## src/rtl/sequenciador_porta.sv

```systemverilog
// Door sequencer: drives the animation stage open/close command from cabin requests and door feedback.
// Optional watchdog with sticky FALHA state enabled by defining PORTA_WATCHDOG_EN.
module sequenciador_porta #(
  parameter int unsigned DWELL_CYCLES   = 50,
  parameter int unsigned TIMEOUT_CYCLES = 16,
  parameter int unsigned CNT_W          = 8
) (
  input  logic       clock_in,
  input  logic       reset_n,
  input  logic       parado,
  input  logic       pedido_abrir,
  input  logic       botao_abrir,
  input  logic       botao_fechar,
  input  logic       obstaculo,
  input  logic       port_a,
  input  logic       port_f,
  output logic       control_port,
  output logic       liberado,
  output logic       ocupado,
  output logic       falha,
  output logic [2:0] estado
);

  typedef enum logic [2:0] {
    FECHADA  = 3'd0,
    ABRINDO  = 3'd1,
    ABERTA   = 3'd2,
    FECHANDO = 3'd3
`ifdef PORTA_WATCHDOG_EN
    , FALHA  = 3'd4
`endif
  } estado_t;

  localparam logic [CNT_W-1:0] CNT_MAX   = {CNT_W{1'b1}};
  localparam logic [CNT_W-1:0] DWELL_END = CNT_W'(DWELL_CYCLES - 1);

  // Counters must be able to reach both cycle limits without saturating early.
  if (CNT_W < $clog2(DWELL_CYCLES)) begin : g_dwell_width_check
    $error("CNT_W too small for DWELL_CYCLES");
  end
  if (CNT_W < $clog2(TIMEOUT_CYCLES)) begin : g_timeout_width_check
    $error("CNT_W too small for TIMEOUT_CYCLES");
  end

  estado_t          state_r;
  estado_t          next_state_s;
  logic [CNT_W-1:0] dwell_cnt_r;
  logic [CNT_W-1:0] next_dwell_s;
  logic             control_s;
  logic             liberado_s;
  logic             ocupado_s;

`ifdef PORTA_WATCHDOG_EN
  localparam logic [CNT_W-1:0] WD_END = CNT_W'(TIMEOUT_CYCLES - 1);
  logic [CNT_W-1:0] wd_cnt_r;
  logic [CNT_W-1:0] next_wd_s;
  logic             falha_s;
  logic             falha_r;
`endif

  // Next-state and dwell counter logic; open requests always win over close.
  always_comb begin
    next_state_s = state_r;
    next_dwell_s = dwell_cnt_r;
    case (state_r)
      FECHADA: begin
        if (parado && (pedido_abrir || botao_abrir)) begin
          next_state_s = ABRINDO;
        end else begin
          next_state_s = FECHADA;
        end
      end
      ABRINDO: begin
        if (port_a) begin
          next_state_s = ABERTA;
          next_dwell_s = {CNT_W{1'b0}};
        end else begin
          next_state_s = ABRINDO;
        end
      end
      ABERTA: begin
        if (dwell_cnt_r != CNT_MAX) begin
          next_dwell_s = dwell_cnt_r + 1'b1;
        end else begin
          next_dwell_s = dwell_cnt_r;
        end
        if (botao_abrir || obstaculo) begin
          next_dwell_s = {CNT_W{1'b0}};
        end else if (botao_fechar || (dwell_cnt_r == DWELL_END)) begin
          next_state_s = FECHANDO;
        end else begin
          next_state_s = ABERTA;
        end
      end
      FECHANDO: begin
        if (obstaculo || botao_abrir) begin
          next_state_s = ABRINDO;
        end else if (port_f) begin
          next_state_s = FECHADA;
        end else begin
          next_state_s = FECHANDO;
        end
      end
`ifdef PORTA_WATCHDOG_EN
      FALHA: begin
        next_state_s = FALHA;
      end
`endif
      default: begin
        next_state_s = FECHANDO;
      end
    endcase

`ifdef PORTA_WATCHDOG_EN
    // Watchdog restarts on every state change and trips after a full timeout in motion.
    next_wd_s = wd_cnt_r;
    if (next_state_s != state_r) begin
      next_wd_s = {CNT_W{1'b0}};
    end else if ((state_r == ABRINDO) || (state_r == FECHANDO)) begin
      if (wd_cnt_r >= WD_END) begin
        next_state_s = FALHA;
        next_wd_s    = {CNT_W{1'b0}};
      end else if (wd_cnt_r != CNT_MAX) begin
        next_wd_s = wd_cnt_r + 1'b1;
      end else begin
        next_wd_s = wd_cnt_r;
      end
    end else begin
      next_wd_s = wd_cnt_r;
    end
`endif
  end

  // Output decode from the upcoming state so registered outputs track the state register.
  always_comb begin
    control_s  = 1'b1;
    liberado_s = 1'b0;
    ocupado_s  = 1'b0;
`ifdef PORTA_WATCHDOG_EN
    falha_s    = 1'b0;
`endif
    case (next_state_s)
      FECHADA:  begin control_s = 1'b1; liberado_s = 1'b1; end
      ABRINDO:  begin control_s = 1'b0; ocupado_s  = 1'b1; end
      ABERTA:   begin control_s = 1'b0; end
      FECHANDO: begin control_s = 1'b1; ocupado_s  = 1'b1; end
`ifdef PORTA_WATCHDOG_EN
      FALHA:    begin control_s = 1'b0; falha_s    = 1'b1; end
`endif
      default:  begin control_s = 1'b1; ocupado_s  = 1'b1; end
    endcase
  end

  // State, counter and output registers.
  always_ff @(posedge clock_in or negedge reset_n) begin
    if (!reset_n) begin
      state_r      <= FECHANDO;
      dwell_cnt_r  <= {CNT_W{1'b0}};
      control_port <= 1'b1;
      liberado     <= 1'b0;
      ocupado      <= 1'b1;
      estado       <= 3'd3;
    end else begin
      state_r      <= next_state_s;
      dwell_cnt_r  <= next_dwell_s;
      control_port <= control_s;
      liberado     <= liberado_s;
      ocupado      <= ocupado_s;
      estado       <= next_state_s;
    end
  end

`ifdef PORTA_WATCHDOG_EN
  // Watchdog counter and sticky fault flag.
  always_ff @(posedge clock_in or negedge reset_n) begin
    if (!reset_n) begin
      wd_cnt_r <= {CNT_W{1'b0}};
      falha_r  <= 1'b0;
    end else begin
      wd_cnt_r <= next_wd_s;
      falha_r  <= falha_s;
    end
  end

  assign falha = falha_r;
`else
  assign falha = 1'b0;
`endif

endmodule
```

## config.mk

```make
export PLATFORM = sky130hd
export DESIGN_NAME = sequenciador_porta
export DESIGN_NICKNAME = d
export VERILOG_FILES = /design/src/rtl/sequenciador_porta.sv
export SDC_FILE = /design/constraint.sdc
export NUM_CORES = 1
export LEC_CHECK = 0
export CORE_MARGIN = 2
export CORE_UTILIZATION = 52
export DETAILED_ROUTE_END_ITERATION = 12
export GPL_TIMING_DRIVEN = 0
export HOLD_SLACK_MARGIN = 0.12
export PLACE_DENSITY = 0.82
export SLEW_MARGIN = 20
export SYNTH_ARGS = -nofsm -noshare
export SYNTH_HDL_FRONTEND = slang
export SYNTH_SLANG_ARGS = --single-unit
```

## constraint.sdc

```tcl
create_clock -name clock_in -period 5.2 [get_ports clock_in]
set_input_delay 1.04 -clock clock_in [delete_from_list [all_inputs] [get_ports clock_in]]
set_output_delay 1.04 -clock clock_in [all_outputs]
set_load 0.02 [all_outputs]
```

==> results of run 1 <==
[Yosys cell counts (all sizes together), types with 3 or more instances]
cell | n | area, um^2
nor2 | 4 | 15.0
inv | 5 | 18.8
dfrtp | 10 | 250
nand2b | 3 | 18.8
nand3 | 3 | 15.0
a21oi | 10 | 50.1
dfstp | 4 | 105
[layer usage]
metal	GRT usage	up-vias	routed length, um
li1	-	320	-
met3	0.0391	2	64
met2	0.275	14	657
met1	0.256	300	713
met5	0	-	0
met4	0.0581	0	12
[how the worst min path moves through the flow]
stage                   start        endpoint  cells after the start  slack [ps]
4_1_cts        dwell_cnt_r[4]  dwell_cnt_r[4]                      1         560
3_5_place_dp   dwell_cnt_r[4]  dwell_cnt_r[4]                      1         550
2_1_floorplan  dwell_cnt_r[4]  dwell_cnt_r[4]                      1         510
3_3_place_gp   dwell_cnt_r[4]  dwell_cnt_r[4]                      1         540
5_1_grt        dwell_cnt_r[4]  dwell_cnt_r[4]                      1         600
6_report       dwell_cnt_r[4]  dwell_cnt_r[4]                      1         570
[registers in the layout, indices dropped and copies added, names as in the netlist]
signal / flops
liberado: 1
dwell_cnt_r: 8
state_r: 3
ocupado: 1
control_port: 1
[through the flow]
step | area (um^2) | hold slack, ps | utilization | instances | power, W
2_1_floorplan | 747 | 505 | - | 77 | 0.000153
3_3_place_gp | 906 | 543 | 0.688 | 106 | 0.000176
3_5_place_dp | 906 | 553 | 0.688 | 106 | 0.000177
4_1_cts | 942 | 563 | 0.715 | 110 | 0.000254
5_1_grt | 942 | 605 | 0.715 | 110 | 0.000263
6_report | 942 | 566 | 0.715 | 110 | 0.000251
[cells by family after synthesis]
group / count (synthesis) / share of synthesized area
compound gates: 26 / 0.231
simple gates: 23 / 0.178
flops: 14 / 0.478
buf+inv: 8 / 0.0471
fa+ha+maj: 2 / 0.0337
other cells: 1 / 0.00505
xor+xnor: 1 / 0.0118
mux: 1 / 0.0152
[power groups by stage]
stage                     Sequential (W)  Combinational (W)   Clock, W
after floorplan                 0.000134          0.0000181          0
after global placement          0.000128          0.0000475          0
after detailed placement        0.000128          0.0000483          0
after CTS                       0.000126          0.0000491  0.0000788
after global routing            0.000128          0.0000523  0.0000836
final                           0.000126          0.0000485  0.0000768
[critical path: cells and delay by family]
kind / cells / cell delay [ps]
AOI/OAI and AO/OA: 2 / 840
buffers and inverters: 1 / 500
and+or+nand+nor: 1 / 80
muxes: 1 / 390
[cell type report]
cell class,instances,share of cell area
flip-flops and latches,14,0.377
multi-input cells,55,0.378
repair buffers,14,0.149
well taps,15,0.0199
clock buffers,4,0.0385
plain buffers,3,0.0173
inverters,5,0.0199
==> summary.md, run 1 <==
| Metric | Value |
|---|---|
| Max-cap violations | 0 |
| First-pass GRT wire length | 2460 um |
| Yosys cell types | 35 |
| Period minus WS final | 2680 ps |
| Post-Syn Area | 743 um^2 |
| Sequential power share | 0.502 |
| Leakage | 0.373 nW |
| Clock root buffer | clkbuf_4 |
| Post-synthesis sequential area ratio | 0.478 |
| Kind of critical path | in2reg |
| Worst setup margin | 2520 ps |
| Max FO, Critical Path | 5 |
| Crit path capture | dwell_cnt_r[1] |
| Commonest non-fill, non-tap cell in the layout | clkdlybuf4s50_1 |
| Mean Syn Cell Area | 9.78 um^2 |
| CTS sink count | 14 |
| Clock Latency Late Sink | 270 ps |
| H-tree lvl count | 1 |
| Net load switching power | 0.0000651 W |
| Cell row count | 13 |
| First DRT Iteration DRCs | 10 |
| Initial antenna violation count | 0 |
| Routed wire length | 1450 um |
| Least-Margin Pin Slew | 611 ps |
| FF-to-FF path depth | 4 |
| Vias in the first global route | 601 |
| Final-stage net count | 107 |
| FF-to-FF setup slack | 3180 ps |
| RSZ-0062 raised after global routing | no |
| Hold Crit Class | reg2reg |
| Pin count of the biggest net entering global routing | 15 |
| Max Root-Sink Buffers | 2 |
| Number of buffers created by CTS | 3 |
| Die ar. | 1750 um^2 |
| Tot GR Track Use | 0.181 |
| Max Slew Vio Count | 0 |
| Fmax | 0.373 GHz |
| I/O pin cnt | 16 |
| Clock Pin Slew Worst Setup and Hold Paths | 80 ps |
| Slowest-stage cell, CP | a21boi_0 |
| Critical Path Start Type | input pin |
| Crit share post-route | 0.516 |
| Antenna diodes | 0 |
| Pint | 0.000186 W |
| Drt pass-1 iters | 4 |
| Commonest register cell after synthesis | dfrtp_1 |
| Clock power share | 0.305 |
| Die Y-Extent | 41.8 um |
| # resized after CTS | 0 |
| Core Region | 1320 um^2 |
| EDFF count, synth | 0 |
| Register Area | 355 um^2 |
| TritonCTS clock tree | built |
| Flops & latches, synth | 14 |
| Die width | 41.8 um |
| ANT nets after route | 0 |
| Syn Inst Count | 76 |
| Area of the multi-input gates | 357 um^2 |
| WP data required | 5370 ps |
| R2R Path End | dwell_cnt_r[1] |
| Placer congestion estimate | 0.846 |
| Crit path arrival time | 2850 ps |
| Final Setup Violations | 0 |
| Fin. Hold Viols | 0 |
| Comb power frac | 0.193 |
| Layout filler cell count | 102 |
| Total negative slack | 0 ps |
| DR DRC count | 0 |
| Most frequent cells in the layout | 14 x clkdlybuf4s50_1, 10 x a21oi_1, 10 x dfrtp_1 |
| YS warnings | 0 |
| Crit. End Element | register |
| Worst rel slew slack | 0.592 |
| Initial core utilization | 0.564 |
| # port buffers | 14 |
| Pre-CTS WS | 2220 ps |
| Setup Buffers After CTS | 0 |
| CP startpoint | port_a |
| R2R Path Start | state_r[1] |
| P per Cell Area | 267 nW/um^2 |
| Hold Buf Count CTS | 0 |
| P&R area growth vs syn | 26.8% |
| Via density | 5.78 |
| Via count | 636 |
| Peak supply drop | 0.000196 V |
| Asr flop ratio synth | 1.00 |
| Crit path cell chain | clkdlybuf4s50_1 -> nand3b_1 -> a21oi_1 -> a21boi_0 -> mux2_2 |
| Layout cell share with drive strength beyond 1 | 0.137 |
| Status | finished clean |
| Max stage delay on crit path | 530 ps |
| Gr ovfl total | 0 |
| DPL Wire Length | 1080 um |
| Switch share | 0.259 |
| Wirelength per Cell | 13.2 um |
| Setup Skew | 2.26 ps |
(Power assumes the default switching activity.)
==> run 2, diff against run 1 <==
CORE_ASPECT_RATIO = 1.2   (was unset)
CORE_UTILIZATION = 43   (was 52)
PLACE_DENSITY = 0.72   (was 0.82)
clock period = 2.27 ns   (was 5.2 ns; I/O delays follow)
==> run 2 against run 1 <==
Effect of this change: clock skew is 3.8 ps higher; cell count is 1.8% higher; worst setup slack worse by 2300 ps; critical endpoint unchanged; sequential share of layout area is 0.41 points higher; largest cell class unchanged; total power is 110% higher; non-clock buffer count stayed put; cell area is 1.1% lower; hold slack worse by 13 ps; clock power is 77% higher; sequential power is 130% higher; global-route usage is 1.6 points lower; combinational power is 130% higher.
==> summary.md, run 2 (synthesized netlist as in run 1, its figures left out) <==
| Metric | Value |
|---|---|
| Status | finished clean |
| Final-stage net count | 107 (unchanged) |
| FF-to-FF setup slack | 320 ps (-2860 ps) |
| First-pass GRT wire length | 2610 um (+6.2%) |
| Layout cell share with drive strength beyond 1 | 0.128 (-0.00918) |
| CTS sink count | 14 (unchanged) |
| Vias in the first global route | 578 (-3.8%) |
| P&R area growth vs syn | 25.4% |
| Tot GR Track Use | 0.165 (-0.0161) |
| First DRT Iteration DRCs | 17 (+7) |
| WHS Endpoint | dwell_cnt_r[4] |
| Kind of critical path | in2reg |
| # port buffers | 14 (unchanged) |
| H-tree lvl count | 1 (unchanged) |
| Routed wire length | 1530 um (+5.5%) |
| ANT nets after route | 0 (unchanged) |
| WHS Path Cells | 1 (unchanged) |
| Top delay family on crit path | compound AO/OA/AOI/OAI gates |
| Overall power | 0.000536 W (+110%) |
| Commonest non-fill, non-tap cell in the layout | clkdlybuf4s50_1 |
| Crit. End Element | register |
| Setup Skew | 6.03 ps (+3.77 ps) |
| Via count | 645 (+1.4%) |
| Initial antenna violation count | 0 (unchanged) |
| Clock root buffer | clkbuf_4 |
| Core Region | 1620 um^2 (+23%) |
| Antenna diodes | 0 (unchanged) |
| Leakage | 0.367 nW (-1.6%) |
| Clock Pin Slew Worst Setup and Hold Paths | 80 ps (about the same) |
| P per Cell Area | 575 nW/um^2 (+120%) |
| TritonCTS clock tree | built |
| Max Root-Sink Buffers | 2 (unchanged) |
| Wirelength per Cell | 13.6 um (+3.6%) |
| Max stage delay on crit path | 510 ps (-20 ps) |
| Area of the multi-input gates | 357 um^2 (unchanged) |
| Largest register FFs | 8 (unchanged) |
| Number of buffers created by CTS | 3 (unchanged) |
| Crit path arrival time | 2220 ps (-630 ps) |
| Max FO, Critical Path | 5 (unchanged) |
| Pin count of the biggest net entering global routing | 15 (unchanged) |
| Crit share post-route | 0.910 |
| WP data required | 2430 ps (-2940 ps) |
| DR DRC count | 0 (unchanged) |
| Fin. Hold Viols | 0 (unchanged) |
| RSZ-0062 raised after global routing | no |
| Slowest-stage cell, CP | clkdlybuf4s50_1 |
| FF-to-FF path depth | 4 (unchanged) |
| Least-Margin Pin Slew | 616 ps (+5.31 ps) |
| DPL Wire Length | 1190 um (+11%) |
| Via density | 5.76 (-0.40%) |
| Max-cap violations | 0 (unchanged) |
| Gr ovfl total | 0 (unchanged) |
| Worst rel slew slack | 0.588 (-0.00355) |
| Pre-CTS WS | -251 ps (-2470 ps) |
| Layout filler cell count | 151 (+48%) |
| Hold Crit Class | reg2reg |
| Total negative slack | 0 ps (unchanged) |
| Period minus WS final | 2070 ps |
| Top reg by flops | dwell_cnt_r |
| Die width | 42.0 um (+0.35%) |
| R2R Path Start | state_r[0] |
| Die ar. | 2080 um^2 (+19%) |
| R2R Path End | dwell_cnt_r[1] |
| Bufs and invs on worst path | 1 (unchanged) |
| Initial core utilization | 0.458 (-0.106) |
| Clock Latency Late Sink | 270 ps (about the same) |
| Cell row count | 16 (+3) |
| Max Slew Vio Count | 0 (unchanged) |
| Top Registers | dwell_cnt_r: 8 flops, state_r: 3 flops |
| Placer congestion estimate | 0.796 (-5.8%) |
| Worst setup margin | 205 ps (-2310 ps) |
| Critical Path Start Type | input pin |
| Drt pass-1 iters | 4 (unchanged) |
| I/O pin cnt | 16 (unchanged) |
| Hold path start | dwell_cnt_r[4] |
| Most frequent cells in the layout | 14 x clkdlybuf4s50_1, 10 x a21oi_1, 10 x dfrtp_1 |
| Crit path cell chain | clkdlybuf4s50_1 -> nand3b_1 -> a21oi_1 -> a21boi_1 -> mux2_2 |
| Fmax | 0.484 GHz |
| Die Y-Extent | 49.5 um (+19%) |
| Register Area | 355 um^2 (unchanged) |
| Peak supply drop | 0.000341 V (+74%) |
| Final Setup Violations | 0 (unchanged) |
==> run 2: cell count changes in the layout (fill, tap and decap cells not counted), sizes merged <==
cell,before,now
clkbuf,5,4
==> run 2: worst max-delay path by stage <==
stage | startpoint | end | cells past startpoint
floorplan | state_r[1] | dwell_cnt_r[5] | 5
CTS | port_a | dwell_cnt_r[1] | 5
finish | port_a | dwell_cnt_r[1] | 5
global placement | port_a | dwell_cnt_r[1] | 5
detailed placement | port_a | dwell_cnt_r[1] | 5
global route | port_a | dwell_cnt_r[1] | 5
==> run 2: routing by layer <==
layer / routed length [um] / vias to the layer above / GRT usage
met4: 18 / 0 / 0.0484
met2: 726 / 19 / 0.273
met5: 0 / - / 0
met1: 704 / 302 / 0.213
li1: - / 320 / -
met3: 77 / 4 / 0.0366
==> run 2: power breakdown <==
group / internal, W / total, W / switching, W
clock network: 0.0000614 / 0.000136 / 0.0000748
logic: 0.0000562 / 0.000110 / 0.0000541
registers: 0.000273 / 0.000290 / 0.0000166
==> run 2: final cells by class <==
class,instances,share of cell area
Sequential cell,14,0.381
Timing Repair Buffer,14,0.150
Clock buffer,3,0.0242
Buffer,3,0.0174
Tap cell,18,0.0242
Inverter,5,0.0201
Multi-Input combinational cell,55,0.383
==> run 2: repair_timing <==
action / in CTS / in global routing
gates resized for setup: 0 / 1
hold buffers: 0 / 0
hold endpoints to repair: 0 / 0
endpoints found under the setup margin: 0 / 1
setup buffers: 0 / 0
==> run 2: metrics by stage <==
stage | util | area, um^2 | cells | hold slack (ps)
global route | 0.575 | 932 | 112 | 590
detailed placement | 0.561 | 910 | 109 | 541
CTS | 0.575 | 932 | 112 | 552
global placement | 0.561 | 910 | 109 | 533
finish | 0.575 | 932 | 112 | 553
floorplan | - | 747 | 77 | 158
==> run 3, diff against run 2 <==
CORE_MARGIN = unset   (was 2)
==> run 3 against run 2 <==
Effect of this change: critical path depth unchanged; critical path type unchanged; utilization up 0.85 points; register-to-register slack worse by 150 ps; sequential share of layout area is 0.55 points lower; clock skew decreased by 2.5 ps; combinational power about the same; clock power up 35%; count of clock-buffer cells in the layout up 1; first-iteration DRC count shrank 47%.
==> summary.md, run 3 (synthesized netlist as in run 1, its figures left out) <==
| Metric | Value |
|---|---|
| CTS sink count | 14 (unchanged) |
| Top Registers | dwell_cnt_r: 8 flops, state_r: 3 flops |
| CP startpoint | port_a |
| Crit share post-route | 0.958 (+0.0482) |
| Number of buffers created by CTS | 3 (unchanged) |
| Total negative slack | 0 ps (unchanged) |
| Gr ovfl total | 0 (unchanged) |
| Max Slew Vio Count | 0 (unchanged) |
| P per Cell Area | 618 nW/um^2 (+7.5%) |
| Die ar. | 1900 um^2 (-8.6%) |
| Wirelength per Cell | 13.9 um (+2.3%) |
| Critical Path Start Type | input pin |
| Via density | 5.59 (-2.9%) |
| Die width | 40.0 um (-4.8%) |
| Max FO, Critical Path | 5 (unchanged) |
| Max stage delay on crit path | 520 ps (about the same) |
| TritonCTS clock tree | built |
| Clock Latency Late Sink | 280 ps (about the same) |
| FF-to-FF setup slack | 170 ps (-150 ps) |
| Hold Crit Class | in2async |
| Clock Pin Slew Worst Setup and Hold Paths | 90 ps (about the same) |
| DPL Wire Length | 1170 um (-1.9%) |
| Commonest non-fill, non-tap cell in the layout | clkdlybuf4s50_1 |
| Crit path cell chain | clkdlybuf4s50_1 -> nand3b_1 -> a21oi_1 -> a21boi_0 -> mux2_2 |
| Pin count of the biggest net entering global routing | 15 (unchanged) |
| Cell row count | 16 (unchanged) |
| Max Root-Sink Buffers | 2 (unchanged) |
| Crit path arrival time | 2350 ps (+130 ps) |
| Antenna diodes | 0 (unchanged) |
| Fin. Hold Viols | 0 (unchanged) |
| Placer congestion estimate | 0.797 (about the same) |
| First DRT Iteration DRCs | 9 (-8) |
| P&R area growth vs syn | 27.3% |
| Setup Buffers After CTS | 0 (unchanged) |
| Tot GR Track Use | 0.177 (+0.0127) |
| H-tree lvl count | 1 (unchanged) |
| First-pass GRT wire length | 2260 um (-13%) |
| Largest register FFs | 8 (unchanged) |
| Via count | 632 (-2.0%) |
| Leakage | 0.373 nW (+1.7%) |
| Status | finished clean |
| Post-placement cell area | 910 um^2 (unchanged) |
| # port buffers | 14 (unchanged) |
| R2R Path End | dwell_cnt_r[1] |
| Initial antenna violation count | 0 (unchanged) |
| Max-cap violations | 0 (unchanged) |
| Clock root buffer | clkbuf_4 |
| Kind of critical path | in2reg |
| Most frequent cells in the layout | 14 x clkdlybuf4s50_1, 10 x a21oi_1, 10 x dfrtp_1 |
| Worst rel slew slack | 0.580 (-0.00825) |
| Initial core utilization | 0.458 (unchanged) |
| Die Y-Extent | 47.5 um (-4.0%) |
| Top reg by flops | dwell_cnt_r |
| RSZ-0062 raised after global routing | no |
| R2R Path Start | state_r[1] |
| I/O pin cnt | 16 (unchanged) |
| Layout cell share with drive strength beyond 1 | 0.137 (+0.00918) |
| Final-stage net count | 107 (unchanged) |
| # resized after CTS | 0 (unchanged) |
| WP data required | 2450 ps (+20 ps) |
| Final Setup Violations | 0 (unchanged) |
| Peak supply drop | 0.000395 V (+16%) |
| DR DRC count | 0 (unchanged) |
| ANT nets after route | 0 (unchanged) |
| Setup Skew | 3.49 ps (-2.54 ps) |
| Final instance area | 946 um^2 (+1.5%) |
| Fmax | 0.460 GHz (-5.0%) |
| Routed wire length | 1580 um (+3.2%) |
| Period minus WS final | 2170 ps (+109 ps) |
| Least-Margin Pin Slew | 628 ps (+12.3 ps) |
| Core Region | 1620 um^2 (unchanged) |
| Hold Buf Count CTS | 0 (unchanged) |
| Crit. End Element | register |
| Drt pass-1 iters | 6 (+2) |
| Vias in the first global route | 525 (-9.2%) |
| FF-to-FF path depth | 4 (unchanged) |
| Slowest-stage cell, CP | a21boi_0 |
-- run 3: cell count changes in the layout (fill, tap and decap cells not counted) --
cell,before,now
a21boi_1,1,0
a21boi_0,1,2
clkbuf_8,0,1
-- run 3: metal layers --
metal  track usage  part of all wire  vias up
met5             0                 0        -
met4        0.0828             0.016        0
met3        0.0279             0.032        4
met2         0.281              0.46       13
met1         0.234              0.49      295
li1              -                 -      320
-- run 3: worst max path at each step --
| stage | end | depth (start not counted) |
|---|---|---|
| 4_1_cts | dwell_cnt_r[1] | 5 |
| 2_1_floorplan | dwell_cnt_r[5] | 5 |
| 6_report | dwell_cnt_r[1] | 5 |
| 5_1_grt | dwell_cnt_r[1] | 5 |
| 3_5_place_dp | dwell_cnt_r[1] | 5 |
| 3_3_place_gp | dwell_cnt_r[1] | 5 |
-- run 3: area by class of cell --
| type | count | area [um^2] |
|---|---|---|
| Fill cell | 136 | 676 |
| Sequential cell | 14 | 355 |
| Tap cell | 18 | 22.5 |
| Timing Repair Buffer | 14 | 140 |
| Clock buffer | 4 | 36.3 |
| Multi-Input combinational cell | 55 | 357 |
| Inverter | 5 | 18.8 |
| Buffer | 3 | 16.3 |
-- run 3: per-stage QoR --
stage | hold WS [ps] | total power, W | setup slack (ps) | cells | utilization
finish | 552 | 0.000585 | 95.5 | 113 | 0.583
global route | 581 | 0.000605 | 25.3 | 113 | 0.583
CTS | 551 | 0.000586 | 63.7 | 113 | 0.583
detailed placement | 541 | 0.000406 | -237 | 109 | 0.561
global placement | 538 | 0.000403 | -230 | 109 | 0.561
floorplan | 158 | 0.000350 | 424 | 77 | -
-- run 3: critical path, delay by kind of cell --
kind                   cells  cell delay (ps)
and+or+nand+nor            1               90
AOI/OAI and AO/OA          2              910
buffers and inverters      1              500
muxes                      1              400
-- run 3: power breakdown --
part | internal [W] | total (W) | leakage (nW) | switching, W
sequential | 0.000273 | 0.000290 | 0.179 | 0.0000169
combinational | 0.0000561 | 0.000111 | 0.173 | 0.0000547
clock | 0.0000977 | 0.000184 | 0.0210 | 0.0000863
total | 0.000427 | 0.000585 | 0.373 | 0.000158
